<file path="src/rtl/matinv_stream_ctrl.sv">
// Stream-side initiator for the matinv<N> inverter core.
// Packs an input element stream into the inverter's flat matrix bus and runs
// one inversion. It then streams the inverse, or a single singular marker, out
// on a valid/ready interface. A watchdog bounds the time spent waiting on the
// inverter.
module matinv_stream_ctrl #(
  parameter int DATA_WIDTH     = 32,
  parameter int MATRIX_SIZE    = 3,
  parameter int TIMEOUT_CYCLES = 4096
) (
  input  logic                                        clk,
  input  logic                                        rst,
  input  logic                                        s_valid,
  output logic                                        s_ready,
  input  logic [DATA_WIDTH-1:0]                       s_data,
  output logic                                        m_valid,
  input  logic                                        m_ready,
  output logic [DATA_WIDTH-1:0]                       m_data,
  output logic                                        m_last,
  output logic                                        m_singular,
  output logic                                        inv_rst,
  input  logic                                        inv_ready,
  input  logic                                        inv_complete,
  output logic [MATRIX_SIZE*MATRIX_SIZE*DATA_WIDTH-1:0] inv_matrix,
  input  logic [MATRIX_SIZE*MATRIX_SIZE*DATA_WIDTH-1:0] inv_result,
  input  logic                                        inv_singular,
  output logic                                        busy,
  output logic                                        err_timeout
);

  localparam int NE    = MATRIX_SIZE * MATRIX_SIZE;
  localparam int CNT_W = (NE > 1) ? $clog2(NE) : 1;
  localparam int WD_W  = (TIMEOUT_CYCLES > 1) ? $clog2(TIMEOUT_CYCLES) : 1;
  localparam logic [CNT_W-1:0] LAST_IDX = CNT_W'(NE - 1);
  localparam logic [WD_W-1:0]  WD_LAST  = WD_W'((TIMEOUT_CYCLES > 0) ? TIMEOUT_CYCLES - 1 : 0);

  typedef enum logic [1:0] {LOAD, WAIT_RDY, RUN, DRAIN} state_t;

  state_t                       state;
  logic [CNT_W-1:0]             in_cnt;
  logic [CNT_W-1:0]             out_cnt;
  logic [CNT_W-1:0]             nxt_cnt;
  logic [WD_W-1:0]              wd_cnt;
  logic                         run_armed;
  logic                         sing_r;
  logic [NE*DATA_WIDTH-1:0]     res_buf;
  logic                         take_result;
  logic                         wd_hit;

  // Select the element for an output beat; a singular result carries zero data.
  function automatic logic [DATA_WIDTH-1:0] pick_elem(
    input logic [NE*DATA_WIDTH-1:0] bus_v,
    input logic [CNT_W-1:0]         idx,
    input logic                     sing
  );
    if (sing) pick_elem = '0;
    else      pick_elem = bus_v[idx*DATA_WIDTH +: DATA_WIDTH];
  endfunction

  assign s_ready = (state == LOAD);
  assign nxt_cnt = out_cnt + 1'b1;

  // The first RUN cycle ignores inv_complete so a completion left over from the
  // previous inversion cannot be mistaken for this one.
  assign take_result = (state == RUN) && run_armed && inv_complete;
  // Complete has priority over the watchdog when both land in the same cycle.
  assign wd_hit = (TIMEOUT_CYCLES != 0) && (state == RUN) && (wd_cnt == WD_LAST);

  // Result buffer: plain data capture at completion, no reset needed.
  always_ff @(posedge clk) begin
    if (take_result) res_buf <= inv_result;
  end

  // Main sequencer: load, wait for inverter ready, run with watchdog, drain.
  always_ff @(posedge clk) begin
    if (!rst) begin
      state       <= LOAD;
      in_cnt      <= '0;
      out_cnt     <= '0;
      wd_cnt      <= '0;
      run_armed   <= 1'b0;
      sing_r      <= 1'b0;
      m_valid     <= 1'b0;
      m_last      <= 1'b0;
      m_singular  <= 1'b0;
      m_data      <= '0;
      inv_rst     <= 1'b1;
      inv_matrix  <= '0;
      err_timeout <= 1'b0;
      busy        <= 1'b0;
    end else begin
      case (state)
        LOAD: begin
          if (s_valid) begin
            inv_matrix[in_cnt*DATA_WIDTH +: DATA_WIDTH] <= s_data;
            if (in_cnt == LAST_IDX) begin
              in_cnt <= '0;
              state  <= WAIT_RDY;
              busy   <= 1'b1;
            end else begin
              in_cnt <= in_cnt + 1'b1;
            end
          end
        end
        WAIT_RDY: begin
          if (inv_ready) begin
            inv_rst   <= 1'b0;
            wd_cnt    <= '0;
            run_armed <= 1'b0;
            state     <= RUN;
          end
        end
        RUN: begin
          run_armed <= 1'b1;
          if (take_result) begin
            sing_r  <= inv_singular;
            inv_rst <= 1'b1;
            out_cnt <= '0;
            state   <= DRAIN;
          end else if (wd_hit) begin
            err_timeout <= 1'b1;
            sing_r      <= 1'b1;
            inv_rst     <= 1'b1;
            out_cnt     <= '0;
            state       <= DRAIN;
          end else begin
            wd_cnt <= wd_cnt + 1'b1;
          end
        end
        DRAIN: begin
          if (!m_valid) begin
            m_valid    <= 1'b1;
            m_data     <= pick_elem(res_buf, out_cnt, sing_r);
            m_last     <= sing_r || (out_cnt == LAST_IDX);
            m_singular <= sing_r;
          end else if (m_ready) begin
            if (m_last) begin
              m_valid    <= 1'b0;
              m_last     <= 1'b0;
              m_singular <= 1'b0;
              out_cnt    <= '0;
              busy       <= 1'b0;
              state      <= LOAD;
            end else begin
              out_cnt <= nxt_cnt;
              m_data  <= pick_elem(res_buf, nxt_cnt, sing_r);
              m_last  <= (nxt_cnt == LAST_IDX);
            end
          end
        end
        default: state <= LOAD;
      endcase
    end
  end

endmodule

</file>
<file path="config.mk">
export PLATFORM = sky130hd
export DESIGN_NAME = matinv_stream_ctrl
export DESIGN_NICKNAME = d
export VERILOG_FILES = /design/src/rtl/matinv_stream_ctrl.sv
export SDC_FILE = /design/constraint.sdc
export NUM_CORES = 1
export LEC_CHECK = 0
export CAP_MARGIN = 10
export CORE_AREA = 2 2 255 257
export DETAILED_ROUTE_END_ITERATION = 16
export DIE_AREA = 0 0 257 259
export PLACE_DENSITY = 0.73
export SLEW_MARGIN = 10
export SYNTH_ARGS = -nofsm -noshare
export SYNTH_HDL_FRONTEND = slang
export SYNTH_SLANG_ARGS = --single-unit
</file>
<file path="constraint.sdc">
create_clock -name clk -period 10.75 [get_ports clk]
set_input_delay 1.075 -clock clk [delete_from_list [all_inputs] [get_ports clk]]
set_output_delay 1.075 -clock clk [all_outputs]
set_load 0.02 [all_outputs]
</file>
Word level (Yosys, flattened, before mapping)
Cells that the tools add are included.

Register bits after elaboration: 638. Output and inout port bits: 327. Input port bits: 327. Logic and storage cells: 109.

Equal/unequal tests: 19. Shift operators: 4. Reduce and logical (&&, ||, !) cells: 21. Add/subtract/negate cells: 4. Bitwise logic cells: 1. Multiplexer cells: 45.

Operators by type and width (number): $shiftx 288x10->32 (2); $bwmux 288 (1); $shift 32x34->288 const A (1); $shiftx 32x34->288 (1); $mux 32 (5); $mux 12 (3); $neg 9->34 (1); $mux 4 (6); $pmux 12 s2 (1); $mux 1 (16); $mux 2 (8); $ne 2x2->1 const B (8); $add 12x1->12 const B (1); $eq 12x12->1 const B (1); $eq 4x4->1 const B (3); $reduce_and 3->1 (4); $add 4x1->4 const B (2); $pmux 2 s4 (1); $pmux 4 s2 (1); $reduce_and 2->1 (4); $reduce_and 4->1 (2); $reduce_bool 2->1 (4); $reduce_and 7->1 (1); $ne 2x1->1 const B (3); 9 further kinds (14).

Longest topological paths before layout
Depth after elaboration: 6. Mapped depth: 11. Depth with buffers taken out: 7.

Worst setup path after synthesis
Ideal clock, no wire load.

Path type: input to register. Start: in inv_complete. End: reg wd_cnt[1]. Setup slack: 2.638 ns. Stages on the path: 5. Path buffers: 0. Data required time: 10.598 ns. Setup time: 0.152 ns. Data arrival time: 7.960 ns. Cell sequence: nand3_1 -> inv_1 -> nor3_1 -> nand4_1 -> o21ai_0.

Word-level cells in the longest chain between the ends: 3.

RTL lines: from (decl) (RTL line 23) `input logic inv_complete,`; $logic_and 1x1->1 (RTL line 65) `assign take_result = (state == RUN) && run_armed && inv_complete;`; $ne 2x2->1 (no line); $reduce_and 4->1 (no line); to (signal assigned) (RTL line 127) `wd_cnt <= wd_cnt + 1'b1;`; to (decl) (RTL line 43) `logic [WD_W-1:0] wd_cnt;`.

No other way between the ends. A chain may end at the register's enable or synchronous reset.

Worst setup path in the final report
Start: in rst. End: reg inv_matrix[130].

RTL lines: from (decl) (RTL line 12) `input logic rst,`; to (signal, indexed assignment) (RTL line 95) `inv_matrix[in_cnt*DATA_WIDTH +: DATA_WIDTH] <= s_data;`; to (decl) (RTL line 24) `output logic [MATRIX_SIZE*MATRIX_SIZE*DATA_WIDTH-1:0] inv_matrix,`.

No word-level cell between the ends.

==> out/metrics.csv <==
metric,value,unit
hold path cells,2,
Starting DRT DRC Count,2382,
critical path endpoint category,flip-flop,
Synth Register Bits,638,
FP Rows,93,
Post-CTS Setup Inserts,0,
PnR Total Power,5.40,mW
R2R Path End,m_data[16],
Worst EP required,11.20,ns
vias per inst,5.77,
CTS tree,built,
Die H,259,um
R2R Setup Slk,6.76,ns
Setup TNS Final,0,ns
vias in the first global route,21700,
Worst Setup Start Kind,primary input,
R2R depth,6,
vias post-DR,22100,
H-tree levels,3,
fillers,5115,
Lkg Pwr,11.6,nW
cts repair resizes,0,
crit-path cells,clkdlybuf4s50_1 > inv_8 > buf_4 > buf_4 > a21oi_1,
placed cells,3692,
Rel. slew slack,0.162,
fin cells,3829,
Global Route Usage Sum,0.258,
Critical Path Fanout Max,110,
IO buf count,653,
worst endpoint data arrival time,4.52,ns
area grow syn2layout,35.2,%
Netlist cell types,52,
Crit Path Class,primary input to flip-flop,
Initial Util,0.415,
Fmax achieved,246,MHz
register clock-pin slew on the reported worst setup and hold paths,0.06,ns
"EDFF count, synth",288,
synthesized instance count,2383,
hold buffer count at CTS,0,
antenna violations before repair,16,
Clock Latency Late Sink,0.62,ns
status,"finished, final reports clean",
Most Frequent Cell on Critical Path,buf_4,
Routed WL,89000,um
Clock Sinks,638,
critical path's largest stage delay,0.97,ns
hold_sp,inv_matrix[277],
CTS Buffer Depth,3,
"Avg Cell Area, Syn",11.1,sq um
Worst Hold Class,flip-flop to flip-flop,
worst vdd ir,0.142,mV
hold_ws,0.449,ns
DRT Pass-1 Iters,6,
Synth Flop Type,dfxtp_1,
Worst Clk Skew,0.0267,ns
reg2reg start,out_cnt[1],
DRC viols,0,
RSZ-0062 raised after global routing,false,
global-route wire length before repair,131000,um
global placement routability congestion,0.910,
synthesized cell area,26500,sq um
final setup violation count,0,
worst slew pin tran,1.26,ns
root buffer cell,clkbuf_16,
Final Critical Period,4.06,ns
maxcap violations,0,
Die ar.,66600,sq um
Antenna Nets Post-Route,0,
count of final hold-check violations,0,
fin nets,3249,
io pins,654,
post-synthesis sequential area ratio,0.590,
TritonCTS Buffers,70,
Mapped Nets,2722,
crit share post-route,0.378,
Final Max Tran Viols,0,
largest net degree at the start of global routing,163,
Post-DP HPWL,61300,um
ys async rst share,0,
critical path's slowest cell,buf_4,
"Remaining Overflow, GRT",0,
WHS Endpoint,inv_matrix[277],
WL/cell,23.2,um
die width,257,um
fraction of layout cells with a size suffix above 1,0.0983,
Yosys warning total,0,
pwr dens,151,nW/um^2
total core area,63900,sq um
-- power breakdown --
group          internal [mW]  leakage, nW  switching [mW]
combinational          0.191         5.06           0.294
clock                   1.34         1.09            1.00
sequential              2.56         5.41          0.0236
-- per-stage QoR --
step	area, sq um	worst slack [ns]	util
2_1_floorplan	26500	2.64	-
3_3_place_gp	33600	6.26	0.526
3_5_place_dp	33600	6.17	0.526
4_1_cts	35800	6.67	0.561
5_1_grt	35900	6.51	0.561
6_report	35900	6.69	0.562
-- placed cells by master, fill, tap and decap left out, types with 5 or more instances in the layout --
cell	instances
clkdlybuf4s50_1	653
nand2_1	419
dfxtp_1	346
a21oi_1	301
edfxtp_1	288
nand3_1	239
mux4_2	128
nor2_1	92
a22oi_1	92
clkbuf_16	72
or3_1	45
buf_4	33
a221oi_1	32
nand4_1	23
diode_2	14
xnor2_1	14
clkbuf_1	14
inv_1	11
ha_1	11
clkinv_2	11
mux2i_1	8
o21ai_0	8
clkbuf_8	8
nor3_1	7
and4_1	7
clkinv_1	7
nor3_2	6
and3_1	6
nand2b_1	5
-- Yosys cell counts, types with 14 or more instances --
library cell    n  area share
mux4_2        128        0.11
or3_1          45       0.011
buf_2          42      0.0079
nand3_1       239       0.045
xnor2_1        14      0.0046
nand2_1       419       0.059
nor2_1         95       0.013
inv_1          14      0.0020
dfxtp_1       350        0.26
nand4_1        23      0.0054
a22oi_1        92       0.026
clkbuf_1      175       0.025
a221oi_1       32       0.011
a21oi_1       302       0.057
buf_1          15      0.0021
edfxtp_1      288        0.33
-- cell families (layout without fill, tap and decap cells) --
logic type      count (synthesis)  in the layout  synth area share
fa+ha+maj                      12             12           0.00566
compound gates                455            455             0.102
simple gates                  877            877             0.148
mux                           136            136             0.112
other cells                     0             14                 0
flops                         638            638             0.590
xor+xnor                       17             17           0.00561
buf+inv                       248            825            0.0372
-- worst max path at each step --
stage	start	endpoint	cells past startpoint
floorplan	inv_complete	wd_cnt[1]	5
global placement	rst	inv_matrix[129]	5
detailed placement	rst	inv_matrix[137]	5
CTS	out_cnt[1]	m_data[16]	6
global route	out_cnt[1]	m_data[16]	6
finish	rst	inv_matrix[130]	5
-- worst max-delay path: cells and delay by family --
kind            cells  cell delay [ns]
compound gates      1             0.12
buf+inv             4             3.21
-- layer usage --
layer,vias to the layer above,track usage,wire length [um]
met2,1361,0.437,43400
met1,10700,0.296,30900
met4,4,0.146,5020
li1,9786,-,-
met3,251,0.0725,9590
met5,-,0,22
-- state kept, by name (all words and copies together) (netlist names) --
signal,count
sing_r,1
run_armed,1
busy,1
err_timeout,1
state,2
inv_matrix,288
m_singular,1
inv_rst,1
in_cnt,4
out_cnt,4
m_data,32
m_valid,1
res_buf,288
wd_cnt,12
m_last,1
-- area by class of cell --
| cell class | count | area (sq um) | share of cell area |
|---|---|---|---|
| Sequential cell | 638 | 15700 | 0.437 |
| Multi-Input combinational cell | 1497 | 10000 | 0.279 |
| Timing Repair Buffer | 688 | 6820 | 0.190 |
| Clock buffer | 94 | 1960 | 0.0548 |
| Tap cell | 855 | 1070 | 0.0298 |
| Clock inverter | 28 | 246 | 0.00687 |
| Inverter | 15 | 71.3 | 0.00199 |
| Antenna cell | 14 | 35.0 | 0.000977 |
Note: power is estimated with default switching activity, not from simulation.
==> RTL edit 1 (config.mk and constraints unchanged) <==
Put one more register stage on the output `err_timeout`. The value now appears one clock later. The other outputs are not delayed to match.
--- a/src/rtl/matinv_stream_ctrl.sv
+++ b/src/rtl/matinv_stream_ctrl.sv
@@ -37,2 +37,4 @@
   typedef enum logic [1:0] {LOAD, WAIT_RDY, RUN, DRAIN} state_t;
+
+  logic err_timeout_s0;
 
@@ -88,3 +90,3 @@
       inv_matrix  <= '0;
-      err_timeout <= 1'b0;
+      err_timeout_s0 <= 1'b0;
       busy        <= 1'b0;
@@ -120,3 +122,3 @@
           end else if (wd_hit) begin
-            err_timeout <= 1'b1;
+            err_timeout_s0 <= 1'b1;
             sing_r      <= 1'b1;
@@ -155,2 +157,6 @@
 
+  always_ff @(posedge clk) begin
+    err_timeout <= err_timeout_s0;
+  end
+
 endmodule
Function: not settled (the Yosys comparison gave no result); the edit may change what the design does.
==> RTL edit 1 against the original RTL <==
- global-route usage decreased by 0.30 points
- maximum frequency decreased by 2.0%
- final cell count increased by 0.13%
- setup slack got worse by 0.083 ns
- total power increased by 1.3%
- largest cell class unchanged
- clock skew increased by 0.00099 ns
- wire length decreased by 0.82%
- synthesized cell count about the same
- utilization increased by 0.16 points
- register-to-register slack improved by 0.36 ns
- first-iteration DRC count about the same
- highest routed layer unchanged
- synthesized area about the same
- sequential cell count increased by 1
- final area increased by 0.28%
==> RTL edit 1: results (changes against the original RTL) <==
| Metric | Value |
|---|---|
| Outcome | `finished, final reports clean` |
| Crit Path Max Fanout | `107 (-2.7%)` |
| Layout Skew | `0.0277 ns (+0.000991 ns)` |
| Top post-synthesis cells by count | `nand2_1, dfxtp_1, a21oi_1, edfxtp_1, nand3_1` |
| Fraction of the mapped netlist area in compound gates | `10.2% (about the same)` |
| Met2 usage | `42.9% (-0.70 points)` |
| Post-DP HPWL | `62300 µm (+1.7%)` |
| Grt met3 use | `6.41% (-0.84 points)` |
| Routed len/inst | `23.0 µm (-0.95%)` |
| R2R Setup Slk | `7.12 ns (+0.36 ns)` |
| Dpl cells | `3694 (+0.054%)` |
| Tightest Pin Transition | `1.23 ns (-0.0267 ns)` |
| Total Routing Usage GR | `25.5% (-0.30 points)` |
| Post-synthesis adder-cell area fraction | `0.565% (about the same)` |
| Initial drt markers | `2383 (+0.042%)` |
| Reg2reg path depth | `8 (+2)` |
| Post-synthesis cell count | `2384 (+0.042%)` |
| Ranking of synthesized cells by area | `edfxtp_1, dfxtp_1, mux4_2` |
| Fraction of layout cells with a size suffix above 1 | `10.1% (+0.28 points)` |
| Max_cap viols | `0 (unchanged)` |
| Xor and xnor area share after synthesis | `0.561% (about the same)` |
| GPL Wtd Cong | `0.909 (-0.15%)` |
| Drt via density | `5.75 (-0.28%)` |
| Power density over cell area | `152 nW/µm² (+1.0%)` |
| Initial antenna violation count | `17 (+1)` |
| Slowest CP cell | `clkdlybuf4s50_1` |
| Hold path depth | `0 (-2)` |
| Worst hold start | `err_timeout_s0` |
| TritonRoute pass-1 iters | `8 (+2)` |
| Mux share of post-synthesis cell area | `11.2% (about the same)` |
| Lkg Pwr | `11.6 nW (+0.49%)` |
| Crit path arrival time | `4.66 ns (+0.14 ns)` |
| Dpl cell area | `33600 µm² (about the same)` |
| Hold Path Sink | `err_timeout` |
| Fin Hold WS | `0.355 ns (-0.0937 ns)` |
| FF-to-FF End | `wd_cnt[0]` |
| Largest net degree at the start of global routing | `136 (-17%)` |
| Met2 WL post-DR | `43000 µm (-1.1%)` |
| DRT Wirelength | `88200 µm (-0.82%)` |
| Max layer used | `met5` |
| Post-Syn Nets | `2723 (+0.037%)` |
| GRT met1 Usage | `29.9% (+0.32 points)` |
| VDD IR max | `0.000167 V (+17%)` |
| Asr flop ratio synth | `0% (unchanged)` |
| Fill cells | `5050 (-1.3%)` |
| Part of the Yosys area used for sequential elements | `59.0% (about the same)` |
| TritonCTS Buffers | `71 (+1.4%)` |
| Crit path largest cell delay | `0.86 ns (-0.11 ns)` |
| Setup Slack @ Placement | `6.05 ns (-0.124 ns)` |
| Final min period | `4.15 ns (+0.0832 ns)` |
| Met3 Wirelength | `8620 µm (-10%)` |
| Worst r2r src | `state[0]` |
| Vias in the first global route | `21316 (-1.7%)` |
| First-pass GRT wire length | `130000 µm (-0.37%)` |
| M1 WL | `31600 µm (+2.2%)` |
| Nets | `3251 (+0.062%)` |
| Sw frac | `24.3% (-0.14 points)` |
-- RTL edit 1: changes by cell type in the layout (fill, tap and decap cells not counted), moves of 2 or more --
cell and delta:
clkinv_1 -3, clkinv_4 +2, diode_2 -3, inv_6 +3, buf_12 -2, bufinv_16 +2, buf_4 +2
-- RTL edit 1: final cells by class --
cell class | count | area, µm² | share of cell area (%)
diodes | 11 | 27.5 | 0.0765
clock buffers | 95 | 1960 | 5.44
clock inverters | 34 | 367 | 1.02
inverters | 15 | 71.3 | 0.198
multi-input cells | 1497 | 10000 | 27.8
flip-flops and latches | 639 | 15700 | 43.6
well taps | 855 | 1070 | 2.97
repair buffers | 688 | 6800 | 18.9
-- RTL edit 1: power groups by stage --
stage / logic (mW) / registers (mW) / clock network [mW]
final: 0.481 / 2.59 / 2.41
after global routing: 0.511 / 2.59 / 2.54
after CTS: 0.474 / 2.59 / 2.45
after detailed placement: 0.473 / 2.64 / 0
after global placement: 0.466 / 2.64 / 0
after floorplan: 0.213 / 2.65 / 0
==> RTL edit 2 (same settings) <==
Without the edit above. `TIMEOUT_CYCLES`: 4096 -> 8192.
--- a/src/rtl/matinv_stream_ctrl.sv
+++ b/src/rtl/matinv_stream_ctrl.sv
@@ -8,3 +8,3 @@
   parameter int MATRIX_SIZE    = 3,
-  parameter int TIMEOUT_CYCLES = 4096
+  parameter int TIMEOUT_CYCLES = 8192
 ) (
Check against the original RTL: not settled (the Yosys comparison gave no result); the edit may change what the design does.
==> RTL edit 2 against the original RTL <==
- critical path type unchanged
- sequential share of layout area decreased by 0.057 points
- clock skew barely moved
- total power increased by 1.6%
- wire length is 3.7% higher
- synthesized area is 1.2% higher
- largest cell class unchanged
- sequential cell count rose by 1
- combinational power is 12% higher
- setup slack lost 0.27 ns
- final area rose by 0.26%
==> RTL edit 2: results (changes against the original RTL) <==
| Metric | Value |
|---|---|
| Crit path arrival time | `4.79 ns (+0.27 ns)` |
| Largest net degree at the start of global routing | `154 (-5.5%)` |
| Post-Syn Area per Cell | `11.1 µm² (about the same)` |
| Clock latency at the later pin of the worst-skew pair | `0.61 ns` |
| Initial drt markers | `2656 (+12%)` |
| Fraction of the mapped netlist area in compound gates | `12.0% (+1.8 points)` |
| TritonCTS Buffers | `68 (-2.9%)` |
| Drt via density | `5.81 (+0.78%)` |
| Post-synth cell types | `67 (+29%)` |
| First-pass GRT wire length | `136000 µm (+3.6%)` |
| GPL Wtd Cong | `0.853 (-6.3%)` |
| Dpl cells | `3719 (+0.73%)` |
| Worst hold start | `inv_matrix[47]` |
| Lkg Pwr | `11.2 nW (-2.9%)` |
| Mux share of post-synthesis cell area | `10.8% (-0.32 points)` |
| Layout Skew | `0.0268 ns (+0.000155 ns)` |
| DRT Wirelength | `92200 µm (+3.7%)` |
| Nets | `3272 (+0.71%)` |
| Total Routing Usage GR | `26.7% (+0.83 points)` |
| Tightest Pin Transition | `1.35 ns (+0.0933 ns)` |
| Dpl cell area | `33700 µm² (+0.41%)` |
| Vias | `22354 (+1.3%)` |
| Yosys top cell area share | `32.2% (-0.38 points)` |
| Part of the Yosys area used for sequential elements | `58.4% (-0.61 points)` |
| Outcome | `finished, final reports clean` |
| Crit Path Max Fanout | `139 (+26%)` |
| Worst r2r src | `out_cnt[0]` |
| Initial antenna violation count | `13 (-3)` |
| Top post-synthesis cells by count | `a21oi_1, nand2_1, dfxtp_1, edfxtp_1, nand3_1` |
| Ranking of synthesized cells by area | `edfxtp_1, dfxtp_1, mux4_2` |
| Post-DP HPWL | `61800 µm (+0.79%)` |
| Fraction of layout cells with a size suffix above 1 | `11.0% (+1.2 points)` |
| Crit path largest cell delay | `0.99 ns (+0.02 ns)` |
| Post-Syn Nets | `2749 (+0.99%)` |
| VDD IR max | `0.000151 V (+6.2%)` |
| Xor and xnor area share after synthesis | `0.550% (-0.011 points)` |
| Post-synthesis adder-cell area fraction | `0.513% (-0.053 points)` |
==> RTL edit 2: where the power goes <==
part / internal [mW] / total [mW] / switching (mW) / leakage (nW)
Sequential: 2.56 / 2.61 / 0.0404 / 5.42
Combinational: 0.210 / 0.543 / 0.333 / 4.73
Clock: 1.36 / 2.34 / 0.978 / 1.07
==> RTL edit 2: worst max-delay path, delay by kind of cell <==
| kind | cells | cell delay [ns] |
|---|---|---|
| buffers and inverters | 4 | 3.43 |
| AOI/OAI and AO/OA | 1 | 0.11 |
==> RTL edit 2: path summary, 6_finish.rpt <==
path / to / slack (ns) / depth (start not counted)
min reg2reg: inv_matrix[47] / 0.45 / 2
min: inv_matrix[47] / 0.45 / 2
max reg2reg: m_data[17] / 6.95 / 6
max: inv_matrix[112] / 6.41 / 5
==> RTL edit 2: cell type report <==
type,count,area [µm²]
Fill cell,5019,27900
Sequential cell,639,15700
Multi-Input combinational cell,1524,10100
Timing Repair Buffer,687,6800
Clock buffer,96,1900
Tap cell,855,1070
Clock inverter,25,307
Inverter,14,67.6
Antenna cell,7,17.5
==> RTL edit 2: per-stage QoR <==
stage               utilization (%)  power (mW)  setup WS, ns
floorplan                         -        2.92          3.20
global placement               52.8        3.18          6.02
detailed placement             52.8        3.19          5.87
CTS                            56.3        5.52          6.52
global route                   56.3        5.66          6.18
finish                         56.3        5.49          6.41
==> RTL edit 2: per-layer routing <==
metal  vias up  routed length (µm)  global-route usage [%]
met3       302                9430                    6.79
met1     10672               33400                    31.4
met5         -                 107                       0
met2      1474               44300                    44.6
met4        16                4960                    15.0
li1       9890                   -                       -
